$ cat src/rtl/div_stage.sv
// Purpose : multi-cycle RV32M divide/remainder unit (DIV, DIVU, REM, REMU), restoring radix-2.
// Latency : 34 cycles from accept to div_done (32 CALC + FIX + DONE); 1 cycle for divide-by-zero/overflow.
// Backpr. : none downstream; div_done must be taken when pulsed. Upstream stalls on busy.
//
// Ports
//   clk, rstn            clock (rising edge), asynchronous active-low reset
//   div_en, funct3       start request and op select (00 DIV, 01 DIVU, 10 REM, 11 REMU)
//   r_RD1, r_RD2         dividend, divisor
//   tailE, r_WA,         ROB tag, destination register and PC+4 of the issuing instruction
//   PC_plus4E
//   kill                 flush: aborts an in-flight (CALC/FIX) divide
//   busy, r_WA_busy      unit occupied / destination of the in-flight divide (0 when idle)
//   div_done             one-cycle completion pulse
//   r_WA_DU, tail_DU,    completion sideband and quotient/remainder, valid with div_done
//   PC_plus4DU, result
module div_stage #(
  parameter int XLEN = 32,
  parameter int TAG  = 7
) (
  input  logic            clk,
  input  logic            rstn,
  input  logic            div_en,
  input  logic [1:0]      funct3,
  input  logic [XLEN-1:0] r_RD1,
  input  logic [XLEN-1:0] r_RD2,
  input  logic [TAG-1:0]  tailE,
  input  logic [4:0]      r_WA,
  input  logic [31:0]     PC_plus4E,
  input  logic            kill,
  output logic            busy,
  output logic [4:0]      r_WA_busy,
  output logic            div_done,
  output logic [4:0]      r_WA_DU,
  output logic [TAG-1:0]  tail_DU,
  output logic [31:0]     PC_plus4DU,
  output logic [XLEN-1:0] result
);

  localparam logic [1:0] S_IDLE = 2'd0;
  localparam logic [1:0] S_CALC = 2'd1;
  localparam logic [1:0] S_FIX  = 2'd2;
  localparam logic [1:0] S_DONE = 2'd3;

  localparam logic [5:0]      LAST_ITER = 6'(XLEN - 1);
  localparam logic [XLEN-1:0] INT_MIN   = {1'b1, {(XLEN-1){1'b0}}};

  // ------------------------------------------------------------------
  // State
  // ------------------------------------------------------------------
  logic [1:0]      state_q, state_d;
  logic [5:0]      cnt_q;
  logic [XLEN-1:0] rem_q;      // partial remainder
  logic [XLEN-1:0] quo_q;      // dividend shifts out of the top, quotient bits enter at the bottom
  logic [XLEN-1:0] dvs_q;      // divisor magnitude
  logic            neg_quo_q;
  logic            neg_rem_q;
  logic            sel_rem_q;
  logic [4:0]      wa_q;
  logic [TAG-1:0]  tag_q;
  logic [31:0]     pc_q;
  logic [XLEN-1:0] result_q;
  logic            done_q;
  logic            busy_q;
  logic [4:0]      wa_busy_q;

  // ------------------------------------------------------------------
  // Accept-side decode
  // ------------------------------------------------------------------
  logic            is_signed;
  logic            a_neg;
  logic            b_neg;
  logic [XLEN-1:0] a_mag;
  logic [XLEN-1:0] b_mag;
  logic            div_zero;
  logic            overflow;
  logic            special;
  logic [XLEN-1:0] special_res;
  logic            can_accept;
  logic            accept;

  assign is_signed = ~funct3[0];
  assign a_neg     = is_signed & r_RD1[XLEN-1];
  assign b_neg     = is_signed & r_RD2[XLEN-1];
  assign a_mag     = a_neg ? -r_RD1 : r_RD1;
  assign b_mag     = b_neg ? -r_RD2 : r_RD2;

  assign div_zero  = (r_RD2 == '0);
  assign overflow  = is_signed & (r_RD1 == INT_MIN) & (r_RD2 == '1);
  assign special   = div_zero | overflow;

  // Divide-by-zero wins over overflow (the overflow divisor is -1, never 0).
  always_comb begin
    special_res = '0;
    if (div_zero) begin
      special_res = funct3[1] ? r_RD1 : '1;
    end else begin
      special_res = funct3[1] ? '0 : INT_MIN;
    end
  end

  // kill blocks a start in the same cycle, including in DONE.
  assign can_accept = (state_q == S_IDLE) | (state_q == S_DONE);
  assign accept     = can_accept & div_en & ~kill;

  // ------------------------------------------------------------------
  // One restoring iteration
  // ------------------------------------------------------------------
  logic [XLEN:0]   shifted;
  logic [XLEN:0]   diff;
  logic            fits;
  logic [XLEN-1:0] rem_step;
  logic [XLEN-1:0] quo_step;

  assign shifted  = {rem_q, quo_q[XLEN-1]};
  assign diff     = shifted - {1'b0, dvs_q};
  // The remainder stays below the divisor, so a borrow shows up as the top bit.
  assign fits     = ~diff[XLEN];
  assign rem_step = fits ? diff[XLEN-1:0] : shifted[XLEN-1:0];
  assign quo_step = {quo_q[XLEN-2:0], fits};

  // ------------------------------------------------------------------
  // Sign fix-up and result select
  // ------------------------------------------------------------------
  logic [XLEN-1:0] quo_fix;
  logic [XLEN-1:0] rem_fix;
  logic [XLEN-1:0] fix_res;

  assign quo_fix = neg_quo_q ? -quo_q : quo_q;
  assign rem_fix = neg_rem_q ? -rem_q : rem_q;
  assign fix_res = sel_rem_q ? rem_fix : quo_fix;

  // ------------------------------------------------------------------
  // Next state
  // ------------------------------------------------------------------
  always_comb begin
    state_d = state_q;
    case (state_q)
      S_IDLE: begin
        if (accept) state_d = special ? S_DONE : S_CALC;
      end
      S_CALC: begin
        if (kill)                    state_d = S_IDLE;
        else if (cnt_q == LAST_ITER) state_d = S_FIX;
      end
      S_FIX: begin
        state_d = kill ? S_IDLE : S_DONE;
      end
      S_DONE: begin
        // Back-to-back issue re-enters the datapath directly.
        if (accept) state_d = special ? S_DONE : S_CALC;
        else        state_d = S_IDLE;
      end
      default: state_d = S_IDLE;
    endcase
  end

  logic       busy_d;
  logic [4:0] wa_d;

  assign busy_d = (state_d == S_CALC) | (state_d == S_FIX);
  assign wa_d   = accept ? r_WA : wa_q;

  // ------------------------------------------------------------------
  // Registers
  // ------------------------------------------------------------------
  always_ff @(posedge clk or negedge rstn) begin
    if (!rstn) begin
      state_q   <= S_IDLE;
      cnt_q     <= '0;
      rem_q     <= '0;
      quo_q     <= '0;
      dvs_q     <= '0;
      neg_quo_q <= 1'b0;
      neg_rem_q <= 1'b0;
      sel_rem_q <= 1'b0;
      wa_q      <= '0;
      tag_q     <= '0;
      pc_q      <= '0;
      result_q  <= '0;
      done_q    <= 1'b0;
      busy_q    <= 1'b0;
      wa_busy_q <= '0;
    end else begin
      state_q   <= state_d;
      busy_q    <= busy_d;
      wa_busy_q <= busy_d ? wa_d : 5'd0;
      done_q    <= (state_d == S_DONE);

      if (accept) begin
        cnt_q     <= '0;
        rem_q     <= '0;
        quo_q     <= a_mag;
        dvs_q     <= b_mag;
        neg_quo_q <= a_neg ^ b_neg;
        neg_rem_q <= a_neg;
        sel_rem_q <= funct3[1];
        wa_q      <= r_WA;
        tag_q     <= tailE;
        pc_q      <= PC_plus4E;
        if (special) result_q <= special_res;
      end else if (state_q == S_CALC) begin
        cnt_q <= cnt_q + 6'd1;
        rem_q <= rem_step;
        quo_q <= quo_step;
      end else if ((state_q == S_FIX) && !kill) begin
        result_q <= fix_res;
      end
    end
  end

  // ------------------------------------------------------------------
  // Outputs (all straight from flops)
  // ------------------------------------------------------------------
  assign busy       = busy_q;
  assign r_WA_busy  = wa_busy_q;
  assign div_done   = done_q;
  assign r_WA_DU    = wa_q;
  assign tail_DU    = tag_q;
  assign PC_plus4DU = pc_q;
  assign result     = result_q;

endmodule
$ cat config.mk
export PLATFORM = sky130hd
export DESIGN_NAME = div_stage
export DESIGN_NICKNAME = d
export VERILOG_FILES = /design/src/rtl/div_stage.sv
export SDC_FILE = /design/constraint.sdc
export NUM_CORES = 1
export LEC_CHECK = 0
export CORE_MARGIN = 1
export CORE_UTILIZATION = 45
export CTS_CLUSTER_SIZE = 14
export DETAILED_ROUTE_END_ITERATION = 12
export MAX_ROUTING_LAYER = met4
export PLACE_DENSITY = 0.74
export REMOVE_ABC_BUFFERS = 1
export SYNTH_ARGS = -nofsm -noshare
export SYNTH_HDL_FRONTEND = slang
export SYNTH_SLANG_ARGS = --single-unit
$ cat constraint.sdc
create_clock -name clk -period 3.1 [get_ports clk]
set_clock_uncertainty 0.1 [all_clocks]
set_input_delay 0.62 -clock clk [delete_from_list [all_inputs] [get_ports clk]]
set_output_delay 0.62 -clock clk [all_outputs]
set_load 0.01 [all_outputs]
; Word-level counts from Yosys, hierarchy flattened
; Cells that the tools add are included.
; Widths: inputs -> output; s select.
[op_classes]
add_sub_neg = 6
n_eq_ne = 11
muxes = 28
n_bitwise = 13
reduce_logical = 7
[op_table]
columns = op, n
row1 = $mux 32, 17
row2 = $neg 32->32, 4
row3 = $eq 32x32->1 const B, 2
row4 = $sub 33x32->33, 1
row5 = $logic_not 32->1, 1
row6 = $mux 2, 6
row7 = $mux 6, 2
row8 = $mux 5, 2
row9 = $eq 2x2->1 const B, 4
row10 = $pmux 2 s4, 1
row11 = $add 6x1->6 const B, 1
row12 = $and 1x1->1, 6
row13 = $eq 6x5->1 const B, 1
row14 = $eq 2x1->1 const B, 2
row15 = $ne 2x2->1 const B, 2
row16 = $reduce_bool 2->1, 2
row17 = $not 1->1, 3
row18 = $or 1x1->1, 3
row19 = $reduce_and 3->1, 1
row20 = $logic_not 2->1, 1
row21 = $logic_and 1x1->1, 1
row22 = $logic_not 1->1, 1
row23 = $xor 1x1->1, 1
[totals]
register_bits = 190
in_bits = 114
output_inout_bits = 83
wordCells = 80

; Logic depth before layout (Yosys ltp)
; Gate-level depths: netlist (run 1).
[depth]
depth_word = 10
mapped_depth = 14
depth_no_buf = 12

; Least setup slack after synthesis (run 1)
; No wires, ideal clock.
[synth_timing]
kind = reg2reg
startpoint = register quo_q[31]
endpoint = register rem_q[0]
setup_time_ns = 0.116
arrival_time_ns = 3.038
t_required_ns = 2.884
path_slack_ns = -0.153
path_stages_with_launch = 14
n_path_buf = 1
period_less_slack_ns = 3.253
cell_sequence = dfrtp_1 -> inv_1 -> ha_1 -> inv_1 -> fa_1 -> a211oi_1 -> nor3_2 -> o21bai_1 -> a21oi_1 -> o211a_1 -> or3_1 -> buf_2 -> or4_1 -> o311ai_0
[synth_between]
elab_chain_cells = 4
[synth_rtl]
columns = item, line_no
row1 = start: declaration, 53  ; logic [XLEN-1:0] quo_q;
row2 = start signal: assignment, 192  ; quo_q <= a_mag;
row3 = start signal: assignment, 204  ; quo_q <= quo_step;
row4 = $sub 33x32->33, 115  ; assign diff = shifted - {1'b0, dvs_q};
row5 = $mux 32 (*), 118  ; assign rem_step = fits ? diff[XLEN-1:0] : shifted[XLEN-1:0];
row6 = $mux 32 (*), 201  ; end else if (state_q == S_CALC) begin
row7 = $mux 32 (*), 189  ; if (accept) begin
row8 = end signal: assignment, 203  ; rem_q <= rem_step;
row9 = end: declaration, 52  ; logic [XLEN-1:0] rem_q;
; Every way passes the cells marked *; elsewhere a longest branch is shown, timed or not. The select of a mux whose other input is x is not followed.
; A chain may end at the register's enable or synchronous reset.

; Worst setup path in the final report (run 1)
[layout_timing]
startpoint = register quo_q[31]
endpoint = register rem_q[27]
[layout_between]
elab_chain_cells = 4
[layout_rtl]
columns = item, line_no
row1 = $sub 33x32->33, 115
row2 = $mux 32, 118
row3 = $mux 32, 201
row4 = $mux 32, 189
; Every way passes these cells. The select of a mux whose other input is x is not followed.

==> impl_metrics.csv, run 1 <==
group,metric,value,unit
outcome,status,"finished with violations",
outcome,violations,"negative setup slack",
pwr,intPower,12.2,mW
timing,min_period,3120,ps
global_route,grt_antenna_before_repair,0,
pwr,switching_share,44.4,%
synth,ys_types,79,
routing,drt-total-wl,41.1,mm
cts,clk_path_buf_depth,2,
pwr,vdd_drop_max,0.000645,V
pwr,p_sw,9.76,mW
synth,yosysWarningCount,0,
synth,ys_ff_latch,190,
timing,period_share,101,%
flow_run,max_cap_viol_count,0,
timing,report.final.slew_viol_count,0,
floorplan,die_area,30300,um2
finish,final_common_cell,"nand2_1",
routing,num_vias,13600,
routing,postRouteAntennaNets,0,
timing,setup_ws,-16.8,ps
finish,seq_area,4750,um2
timing,hold_violations,0,
synth,synth_xor_area_share,9.26,%
cts,cts_root_buf,"clkbuf_16",
timing,rsz0062_at_grt,"yes",
critical_path,critical_path.startpoint,"quo_q[31]",
synth,synthArstFlopShare,100,%
synth,syn_area,13300,um2
finish,fillCellCount,2457,
place,dp_cells,2385,
finish,area_growth,38.5,%
cts,numCtsBuffers,17,
routing,wl_per_cell,16.8,um
floorplan,die_w,174,um
cts,cts.sinks,190,
cts,cts.reportedPaths.clkPinSlew,70,ps
floorplan,core_area,28900,um2
synth,synth_top_family_by_area,"compound AO/OA/AOI/OAI gates",
place,portBuffers,196,
global_route,grt_pass1_wl,66.2,mm
critical_path,arrival,3330,ps
finish,final_cells,2442,
floorplan,pin_count,197,
synth,synth.mux.area_fraction,3.53,%
synth,synth_fa_ha_area_share,4.19,%
pwr,p_comb_share,66.7,%
critical_path,worstPathMaxFanout,5,
synth,synth_seq_area_share,35.7,%
critical_path,end_kind,"register",
synth,synth_ff_type,"dfrtp_1",
min_path,hold_class,"in -> async",
synth,synth_compound_area_share,21.4,%
place,place_area,17300,um2
finish,drive_gt1_share,18.3,%
synth,synthSimpleGateAreaFrac,21.3,%
finish,nets,2203,
synth,syn_avg_cell_area,8.07,um2
finish,final_area,18500,um2
global_route,grt_max_degree,96,
place,dpl.hpwl,30.6,mm
finish,antennaDiodeCount,0,
floorplan,initial_utilization,46.1,%
cts,htree_levels,4,
timing,slew_headroom,54.7,%
pwr,power_frac_seq,21.5,%
floorplan,num_rows,62,
routing,drc_errors,0,
synth,syn-instance-count,1652,
timing,whs,92.2,ps
finish,multi_input_area,8210,um2
critical_path,critical_path_class,"reg -> reg",
cts,ctsHoldBuffers,0,
place,gp_congestion,0.936,
cts,clock_latency,450,ps
pwr,p_leak,8.17,nW
routing,via_per_inst,5.56,
synth,synth_edf_count,0,
routing,drtIter0Drc,1208,
timing,setup_tns,-41.5,ps
floorplan,die_h,174,um
routing,first_pass_iters,5,
pwr,pwr_density_cell,1190,nW/um2
global_route,grt_overflow,0,
finish,layout_common_cells,"nand2_1, buf_4, dfrtp_1",
critical_path,start_kind,"register",
timing,tightest_slew,679,ps
global_route,grt_pass1_vias,13000,
cts,cts_tree,"yes",
timing,fmax,321,MHz
timing,setup_viol,3,
critical_path,r2r-start,"quo_q[31]",
pwr,power_frac_clock,11.8,%
critical_path,required,3310,ps
global_route,grt_usage,27.9,%
-- layout make-up --
class / count / share of cell area [%]
Timing Repair Buffer: 460 / 22.0
Clock buffer: 20 / 2.42
Multi-Input combinational cell: 1302 / 44.5
Tap cell: 384 / 2.60
Clock inverter: 12 / 1.25
Inverter: 74 / 1.50
Sequential cell: 190 / 25.8
-- path summary, 6_finish.rpt --
path                                  endpoint  slack [ps]  cells after the start
worst min register to register  PC_plus4DU[14]         370                      2
max in group asynchronous           result[17]        2030                      2
worst min-delay path            PC_plus4DU[16]          90                      1
min in group clk                PC_plus4DU[14]         370                      2
worst max register to register       rem_q[27]         -20                     15
worst max-delay path                 rem_q[27]         -20                     15
-- routing by layer --
metal / vias up / share of wire, % / track usage [%]
met3: 70 / 5.9 / 2.97
met2: 502 / 48 / 44.6
met4: 0 / 2.6 / 9.43
met1: 6405 / 43 / 36.9
li1: 6602 / - / -
met5: - / 0 / -
-- through the flow --
stage,setup WS (ps),util (%),power (mW)
after global routing,-173,63.8,23.5
after floorplan,-8810,-,12.9
after CTS,0.966,63.0,21.2
after global placement,-758,59.9,18.0
after detailed placement,-814,59.9,18.4
final,-16.8,63.8,22.0
-- worst max-delay path: stages (launching register included) --
cell      delay (ps)
dfrtp_1          400
inv_2            110
ha_4             150
inv_2             40
fa_2             340
a211oi_2         180
buf_4            140
nor3_2            50
o21bai_2         180
a21oi_2          100
o211a_1          240
buf_6            130
nor3_4           290
buf_6            190
mux2i_2          240
a211oi_2          90
-- repair_timing --
item	in CTS	in global routing
endpoints found under the setup margin	70	70
gates cloned	0	1
pin swaps	13	21
setup buffers	20	4
gates resized for setup	41	43
-- power by group through the flow --
stage               logic, mW  registers (mW)  clock network, mW
CTS                      13.9            4.68               2.60
floorplan                8.03            4.91                  0
detailed placement       13.7            4.71                  0
global placement         13.4            4.64                  0
global route             16.0            4.87               2.71
finish                   14.7            4.72               2.58
-- flip-flops by register name (all words and copies together) (netlist names) --
signal and cells:
PC_plus4DU 32, busy 1, cnt_q 6, div_done 1
dvs_q 32, neg_quo_q 1, neg_rem_q 1, quo_q 32
r_WA_DU 5, r_WA_busy 5, rem_q 32, result 32
sel_rem_q 1, state_q 2, tail_DU 7
-- cell families (layout without fill, tap and decap cells) --
| kind of cell | count (synthesis) | count (layout) |
|---|---|---|
| XOR/XNOR | 141 | 141 |
| AO/OA/AOI/OAI | 472 | 472 |
| adder cells (fa/ha/maj) | 44 | 44 |
| buffers and inverters | 160 | 566 |
| AND/OR/NAND/NOR | 598 | 598 |
| multiplexers | 47 | 47 |
| flip-flops | 190 | 190 |
-- cell usage after synthesis (4+ instances only) --
cell type	n	share of area, %
inv_1	72	2.0
a211oi_1	23	1.3
xor2_1	48	3.2
clkbuf_1	68	1.9
xnor2_1	93	6.1
o21a_1	9	0.51
a21oi_1	131	4.9
a21o_1	14	0.79
nand2_1	287	8.1
buf_1	7	0.20
dfrtp_1	190	36
o31ai_1	20	1.1
o211ai_1	7	0.39
o41ai_1	17	1.1
nor4_1	9	0.42
nand2b_1	21	0.99
nor2b_1	12	0.56
ha_1	43	4.0
nand4_1	19	0.89
nand3b_1	5	0.28
o21ai_1	28	1.1
nor3_1	30	1.1
or3_1	14	0.66
a311oi_1	4	0.26
mux2i_1	47	3.5
o21ai_0	143	5.4
nand3_1	30	1.1
a31oi_1	24	1.1
or2_2	9	0.42
and3_1	8	0.38
buf_2	8	0.30
o21bai_1	6	0.34
o31a_1	5	0.33
and2_1	10	0.47
o22ai_1	9	0.42
or4_1	14	0.79
nor2_1	104	2.9
No activity file was read; power rests on OpenSTA's default activity.
==> run 2: changes to the inputs <==
--- a/config.mk
+++ b/config.mk
@@ -5,13 +5,14 @@
 export SDC_FILE = /design/constraint.sdc
 export NUM_CORES = 1
 export LEC_CHECK = 0
+export ABC_CLOCK_PERIOD_IN_PS = 3100
 export CORE_MARGIN = 1
 export CORE_UTILIZATION = 45
+export CTS_CLUSTER_DIAMETER = 120
 export CTS_CLUSTER_SIZE = 14
 export DETAILED_ROUTE_END_ITERATION = 12
 export MAX_ROUTING_LAYER = met4
 export PLACE_DENSITY = 0.74
-export REMOVE_ABC_BUFFERS = 1
 export SYNTH_ARGS = -nofsm -noshare
 export SYNTH_HDL_FRONTEND = slang
 export SYNTH_SLANG_ARGS = --single-unit
==> impl_metrics.csv, run 2 (same netlist as run 1, synthesis figures left out) <==
group,metric,value,unit
outcome,status,"finished with violations",
outcome,violations,"negative setup slack",
place,portBuffers,196,
pwr,p_leak,8.06,nW
place,gp_congestion,0.967,
floorplan,pin_count,197,
floorplan,initial_utilization,46.1,%
critical_path,cp.buffers_inverters,3,
place,dp_cells,2360,
routing,postRouteAntennaNets,0,
finish,final_common_cell,"nand2_1",
critical_path,path_delay_family,"simple AND/OR/NAND/NOR gates",
timing,whs,78.9,ps
cts,ctsHoldBuffers,0,
critical_path,end_kind,"register",
global_route,grtUsageMet1,37.8,%
cts,clk_path_buf_depth,2,
global_route,grt_pass1_vias,12900,
finish,drive_gt1_share,17.2,%
critical_path,cpMostUsedCell,"inv_2",
routing,first_pass_iters,7,
global_route,grt_pass1_wl,66.7,mm
critical_path,worstPathMaxFanout,6,
cts,cts_root_buf,"clkbuf_16",
pwr,vdd_drop_max,0.000685,V
critical_path,worstReg2RegEnd,"rem_q[0]",
routing,drt-total-wl,41.8,mm
cts,htree_levels,4,
critical_path,start_kind,"register",
timing,setup_viol,7,
global_route,met2_usage,44.5,%
critical_path,reg2reg_depth,13,
timing,fmax,318,MHz
finish,antennaDiodeCount,0,
finish,layout_common_cells,"nand2_1, buf_4, dfrtp_1",
floorplan,num_rows,62,
flow_run,max_cap_viol_count,0,
timing,tightest_slew,768,ps
floorplan,core_area,28900,um2
floorplan,die_area,30300,um2
global_route,grt_usage,28.1,%
critical_path,critical_path_class,"reg -> reg",
finish,nets,2172,
critical_path,rrSetupSlack,-40,ps
routing,num_vias,13700,
place,dpl.hpwl,30.5,mm
timing,min_period,3140,ps
global_route,grt_overflow,0,
routing,drc_errors,0,
finish,area_growth,37.4,%
pwr,total_power,21.8,mW
cts,numCtsBuffers,17,
floorplan,die_w,174,um
pwr,pwr_density_cell,1190,nW/um2
routing,via_per_inst,5.67,
critical_path,r2r-start,"quo_q[31]",
timing,hold_violations,0,
routing,wl_per_cell,17.4,um
critical_path,critPathMaxStageDelay,440,ps
critical_path,cpMaxStageDelayCell,"or4_4",
timing,period_share,101,%
global_route,grt_antenna_before_repair,0,
global_route,met3_usage,3.41,%
cts,clock_latency,440,ps
routing,drtIter0Drc,1442,
timing,rsz0062_at_grt,"yes",
timing,slew_headroom,48.5,%
synth,syn_nets,1810,
critical_path,crit_chain,"inv_2, ha_4, inv_2, fa_2, a211oi_4, nor3_2, o21bai_1, buf_4, a21oi_4, o211a_1, or3_4, or4_4, o311ai_2",
min_path,hold_class,"in -> async",
cts,cts.sinks,190,
finish,final_cells,2411,
timing,setup_ws,-41.7,ps
global_route,grt_max_degree,102,
timing,report.final.slew_viol_count,0,
critical_path,required,3340,ps
global_route,busiest_layer,"met2",
cts,cts.reportedPaths.clkPinSlew,70,ps
floorplan,die_h,174,um
timing,setup_tns,-109,ps
cts,cts_tree,"yes",
critical_path,arrival,3380,ps
==> run 2: through the flow <==
step,setup slack [ps],utilization (%),area [um2]
6_report,-41.7,63.3,18300
5_1_grt,-187,63.3,18300
4_1_cts,-2.43,62.1,18000
3_5_place_dp,-663,59.3,17200
3_3_place_gp,-604,59.3,17200
2_1_floorplan,3.36,-,13400
==> run 2: worst max-delay path by stage <==
stage	start	end	cells past startpoint
after global placement	r_RD1[10]	r_WA_busy[4]	11
final	quo_q[31]	rem_q[0]	13
after floorplan	r_RD2[6]	r_WA_busy[0]	10
after global routing	quo_q[31]	rem_q[19]	16
after CTS	quo_q[31]	rem_q[0]	13
after detailed placement	r_RD1[10]	result[12]	10
==> run 2: metal layers <==
layer  part of all wire [%]  vias to the layer above
met2                     47                      605
met5                      0                        -
li1                       -                     6546
met4                    2.3                        0
met3                    7.5                       86
met1                     43                     6433
==> run 2: repair_timing <==
action	in CTS	in global routing
pin swaps	14	32
gates resized for setup	32	57
setup endpoints to repair	70	70
setup buffers	8	7
cloned	3	2
hold endpoints to repair	0	0
==> run 2: final cells by class <==
type	instances	area (um2)
clock buffer	17	425
clock inverter	15	169
fill	2381	10600
inverter	74	278
multi-input combinational	1303	8300
sequential	190	4750
tap	384	480
timing repair buffer	428	3910
==> run 2: where the power goes <==
part / internal [mW] / total, mW / switching [mW]
clock network: 1.16 / 2.26 / 1.11
registers: 3.66 / 4.75 / 1.08
logic: 7.00 / 14.8 / 7.84
==> run 2: worst register-to-register path, cell delays in order (launching register included) <==
cell and delay, ps:
dfrtp_1 390, inv_2 110, ha_4 160, inv_2 40, fa_2 360, a211oi_4 260, nor3_2 70, o21bai_1 140
buf_4 160, a21oi_4 60, o211a_1 260, or3_4 420, or4_4 440, o311ai_2 80
